## src/rtl/seq_multiplier_signed.sv

```systemverilog
// Iterative shift-add multiplier with a per-operation signed/unsigned mode,
// optional early termination and a busy/done handshake.
// Operands are converted to sign + magnitude on acceptance. The magnitudes are
// multiplied by shift-add, one multiplier bit per cycle, and the sign is
// applied once at the end.
module seq_multiplier_signed #(
  parameter int unsigned WIDTH      = 4,
  parameter bit          EARLY_EXIT = 1'b0
) (
  input  logic                 clk,
  input  logic                 reset,
  input  logic                 start,
  input  logic                 signed_mode,
  input  logic [WIDTH-1:0]     A,
  input  logic [WIDTH-1:0]     B,
  output logic [2*WIDTH-1:0]   res,
  output logic                 done,
  output logic                 busy
);

  localparam int unsigned PW = 2 * WIDTH;
  localparam int unsigned CW = $clog2(WIDTH + 1);
  localparam logic [CW-1:0] CNT_LAST = CW'(WIDTH);

  typedef enum logic [1:0] {
    S_IDLE,
    S_RUN,
    S_FINISH
  } state_t;

  state_t           state_q;
  logic [WIDTH-1:0] mag_a_q;
  logic [WIDTH-1:0] mag_b_q;
  logic [PW-1:0]    acc_q;
  logic [CW-1:0]    cnt_q;
  logic             neg_q;
  logic [PW-1:0]    res_q;
  logic             done_q;
  logic             busy_q;

  logic [WIDTH-1:0] mag_a_d;
  logic [WIDTH-1:0] mag_b_ld_d;
  logic             neg_d;
  logic [PW-1:0]    acc_d;
  logic [WIDTH-1:0] mag_b_d;
  logic [CW-1:0]    cnt_d;
  logic             run_last_d;
  logic [PW-1:0]    res_d;

  // Operand conditioning on acceptance and the per-iteration datapath step
  always_comb begin
    mag_a_d    = (signed_mode & A[WIDTH-1]) ? (~A + 1'b1) : A;
    mag_b_ld_d = (signed_mode & B[WIDTH-1]) ? (~B + 1'b1) : B;
    neg_d      = signed_mode & (A[WIDTH-1] ^ B[WIDTH-1]);
    acc_d      = acc_q;
    if (mag_b_q[0]) begin
      acc_d = acc_q + ({{WIDTH{1'b0}}, mag_a_q} << cnt_q);
    end
    mag_b_d    = mag_b_q >> 1;
    cnt_d      = cnt_q + 1'b1;
    run_last_d = (cnt_d == CNT_LAST) || (EARLY_EXIT && (mag_b_d == '0));
    res_d      = neg_q ? (~acc_q + 1'b1) : acc_q;
  end

  // Control FSM and registered outputs. The result and done are written on
  // the FINISH edge, so the done cycle is spent in IDLE with busy still high;
  // that trailing IDLE cycle drops busy and refuses to accept a start.
  always_ff @(posedge clk or posedge reset) begin
    if (reset) begin
      state_q <= S_IDLE;
      mag_a_q <= '0;
      mag_b_q <= '0;
      acc_q   <= '0;
      cnt_q   <= '0;
      neg_q   <= 1'b0;
      res_q   <= '0;
      done_q  <= 1'b0;
      busy_q  <= 1'b0;
    end else begin
      case (state_q)
        S_IDLE: begin
          done_q <= 1'b0;
          if (busy_q) begin
            busy_q <= 1'b0;
          end else if (start) begin
            mag_a_q <= mag_a_d;
            mag_b_q <= mag_b_ld_d;
            neg_q   <= neg_d;
            acc_q   <= '0;
            cnt_q   <= '0;
            busy_q  <= 1'b1;
            state_q <= S_RUN;
          end
        end
        S_RUN: begin
          acc_q   <= acc_d;
          mag_b_q <= mag_b_d;
          cnt_q   <= cnt_d;
          if (run_last_d) begin
            state_q <= S_FINISH;
          end
        end
        S_FINISH: begin
          res_q   <= res_d;
          done_q  <= 1'b1;
          state_q <= S_IDLE;
        end
        default: begin
          state_q <= S_IDLE;
        end
      endcase
    end
  end

  assign res  = res_q;
  assign done = done_q;
  assign busy = busy_q;

endmodule

```

## config.mk

```make
export PLATFORM = sky130hd
export DESIGN_NAME = seq_multiplier_signed
export DESIGN_NICKNAME = d
export VERILOG_FILES = /design/src/rtl/seq_multiplier_signed.sv
export SDC_FILE = /design/constraint.sdc
export NUM_CORES = 1
export LEC_CHECK = 0
export BUFFER_PORTS_ARGS = -buffer_cell sky130_fd_sc_hd__buf_4
export CAP_MARGIN = 20
export CORE_MARGIN = 3
export CORE_UTILIZATION = 40
export CTS_CLUSTER_DIAMETER = 40
export DETAILED_ROUTE_END_ITERATION = 8
export SYNTH_ARGS = -nofsm -noshare
export SYNTH_HDL_FRONTEND = slang
export SYNTH_SLANG_ARGS = --single-unit
```

## constraint.sdc

```tcl
create_clock -name clk -period 3.4 [get_ports clk]
set_input_delay 0.51 -clock clk [delete_from_list [all_inputs] [get_ports clk]]
set_output_delay 0.51 -clock clk [all_outputs]
set_load 0.05 [all_outputs]
```

==> out/metrics.cfg <==
[synthesis]
yosys.area.top_type_share_pct=41.4
synth_top_family_by_area=simple AND/OR/NAND/NOR gates
synth_cells=215
async_flop_share_pct=100
ys.flop_type=dfrtp_1
synth_cell_type_count=32
avgSynthCellArea_um2=9.00
synth_seq_area_share_pct=41.4
syn_area_mm2=0.00193
synth-compound-area-share_pct=16.4
synthMuxAreaShare_pct=4.79
synth-simple-area-share_pct=18.8
synth.ff_latch_count=32
synth_xor_area_share_pct=5.89
synth_fa_ha_area_share_pct=8.80
ys_warn_count=0
synth_fp_nets=240
synth-edff-count=0
yosys.area.top_type=dfrtp_1
yosys-top-cells-area=dfrtp_1 (41%), nand2_1 (8.7%), ha_1 (7.8%)

[routing]
finalWirelength_mm=3.65
drtPass1Iterations=4
ant_nets=0
routedWlPerCell_um=12.7
dr.first_iter.drc_count=41
route.detailed.drc=0
via_per_inst=5.08
via_count=1462

[job]
drv_cap=0

[timing]
final_max_slew_viol_count=0
setup_viol=0
clock.fmax_mhz=389
final.min_clock_period_ps=2570
skew_ps=5.56
rsz0062_at_grt=no
worst_slew_pin_slew_ps=560
timing.hold.ws_ps=314
relSlewSlack_pct=62.4
finalHoldViolations=0
fin_crit_sh_pct=75.7
fin_tns_setup_ps=0

[clock_network]
cts_max_level=2
cts.clk_slew.worst_paths_ps=60
ctsLongestPathBuffers=2
postCtsSetupBuffers=0
cts_root_buf=clkbuf_8
clkSinkCount=32
clkLatencyLatePin_ps=280
cts_buffers=5
cts-hold-fix-buffers=0
cts_tree=built
cts_resized=0

[power]
irDropWorstVdd_uv=274
powerDensity_mw_per_mm2=964
p_total_w=0.00212
cellLeakagePower_nw=1.06

[worst_setup_path]
max_stage_delay_ps=540
crit_required_ps=3610
cp_top_family=compound AO/OA/AOI/OAI gates
cpMostUsedCell=a21oi_1
cp.arrival_ps=2780
crit_buf_inv=0
start_kind=flop
criticalPathCategory=reg -> reg
path_cells=mux2i_1 > nor2_1 > a21oi_1 > nor2_1 > ha_1 > a21oi_1 > a211oi_1 > or3_1 > a21oi_1 > mux2i_1
cp_max_fo=9
crit_slowest_cell=dfrtp_1
end_kind=flop

[grt]
antenna_found_initial=0
grt_first_pass_wirelength_mm=6.29
grt_max_degree=33
grt_usage_pct=14.9
grt_overflow=0
grt_pass1_vias=1423

[place]
place_area_mm2=0.00212
routabilityCongestion=0.772
port-buffer-count=21
hpwl_mm=2.79

[floorplanning]
die_x_um=75.5
start_util_pct=42.9
io_pins=22
die_h_um=75.5
die_area_mm2=0.00571
placementRows=24
design.core.area_mm2=0.00450

[layout]
drive_gt1_share_pct=13.1
fill_cells=437
syn2layout_area_growth_pct=13.8
antennaDiodeCount=0
fin_area_mm2=0.00220
nNetsFinal=261

[outcome]
status=finished clean

[min_path]
hold_class=in -> async

area by class of cell:
| class | count | area [um^2] | area share (%) |
|---|---|---|---|
| well taps | 52 | 65.1 | 2.95 |
| clock inverters | 1 | 5.00 | 0.227 |
| clock buffers | 6 | 72.6 | 3.30 |
| flip-flops and latches | 32 | 801 | 36.4 |
| multi-input cells | 165 | 1060 | 48.0 |
| inverters | 10 | 37.5 | 1.70 |
| repair buffers | 22 | 165 | 7.50 |
cells in the mapped netlist, drive strengths merged (5+ instances only):
cell type and count:
a21oi 9, clkbuf 5, dfrtp 32, ha 12, inv 10, mux2i 7, nand2 45, nand3 5
nor2 8, o21ai 27, xnor2 6, xor2 7
sequential cells by signal, indices dropped and copies added (netlist names):
name,flops
done,1
acc_q,8
res,8
mag_b_q,4
mag_a_q,4
state_q,2
busy,1
neg_q,1
cnt_q,3
layout by cell type (no fill, tap or decap), drive strengths merged, types with 2 or more instances in the layout:
cell type and n:
nor3b 4, o31ai 4, nor2 8, xnor2 6, o22ai 3, a22o 3, nand2 45, xor2 7
clkbuf 6, nor2b 4, nand2b 4, inv 10, nand3 5, mux2i 7, a21oi 9, dfrtp 32
a21o 3, buf 22, and2 3, ha 12, nor3 2, or3 4, o21ai 27
worst reg2reg max path, stage by stage, from the launching register on:
cell,delay [ps]
dfrtp_1,540
mux2i_1,300
nor2_1,60
a21oi_1,120
nor2_1,60
ha_1,340
a21oi_1,240
a211oi_1,120
or3_1,370
a21oi_1,170
mux2i_1,190
where the power goes:
| group | switching [W] | internal [W] |
|---|---|---|
| clock network | 0.000133 | 0.000139 |
| logic | 0.000659 | 0.000458 |
| registers | 0.000188 | 0.000545 |
| total | 0.000980 | 0.00114 |
path summary, 6_finish.rpt:
check                           cells after the start  startpoint    endpoint  slack [ps]
worst max-delay path                               10    cnt_q[0]    acc_q[7]         830
worst min-delay path                                3       reset    cnt_q[2]         310
worst max register to register                     10    cnt_q[0]    acc_q[7]         830
worst min register to register                      2      res[4]      res[4]         480
max in group asynchronous                           3       reset    acc_q[1]        2800
min in group clk                                    3        A[3]  mag_a_q[3]         460
through the flow:
| step | instances | util, % | setup WS, ps |
|---|---|---|---|
| detailed placement | 281 | 47.2 | 840 |
| global route | 288 | 48.9 | 547 |
| CTS | 288 | 48.9 | 818 |
| finish | 288 | 48.9 | 827 |
| global placement | 281 | 47.2 | 897 |
| floorplan | 215 | - | 1050 |
per-layer routing:
| layer | wire length [um] | part of all wire, % | global-route usage (%) | up-vias |
|---|---|---|---|---|
| li1 | - | - | - | 781 |
| met2 | 1760 | 48 | 25.9 | 24 |
| met3 | 139 | 3.8 | 4.35 | 6 |
| met1 | 1690 | 46 | 17.3 | 651 |
| met5 | 0 | 0 | 0 | - |
| met4 | 61 | 1.7 | 5.83 | 0 |
kinds of logic (layout without fill, tap and decap cells):
group	after synthesis	after routing
DFF	32	32
muxes	8	8
adders and majority gates	13	13
buffers and inverters	18	39
and+or+nand+nor	79	79
xor gates and xnor gates	13	13
AOI/OAI and AO/OA	52	52
(Power assumes the default switching activity.)
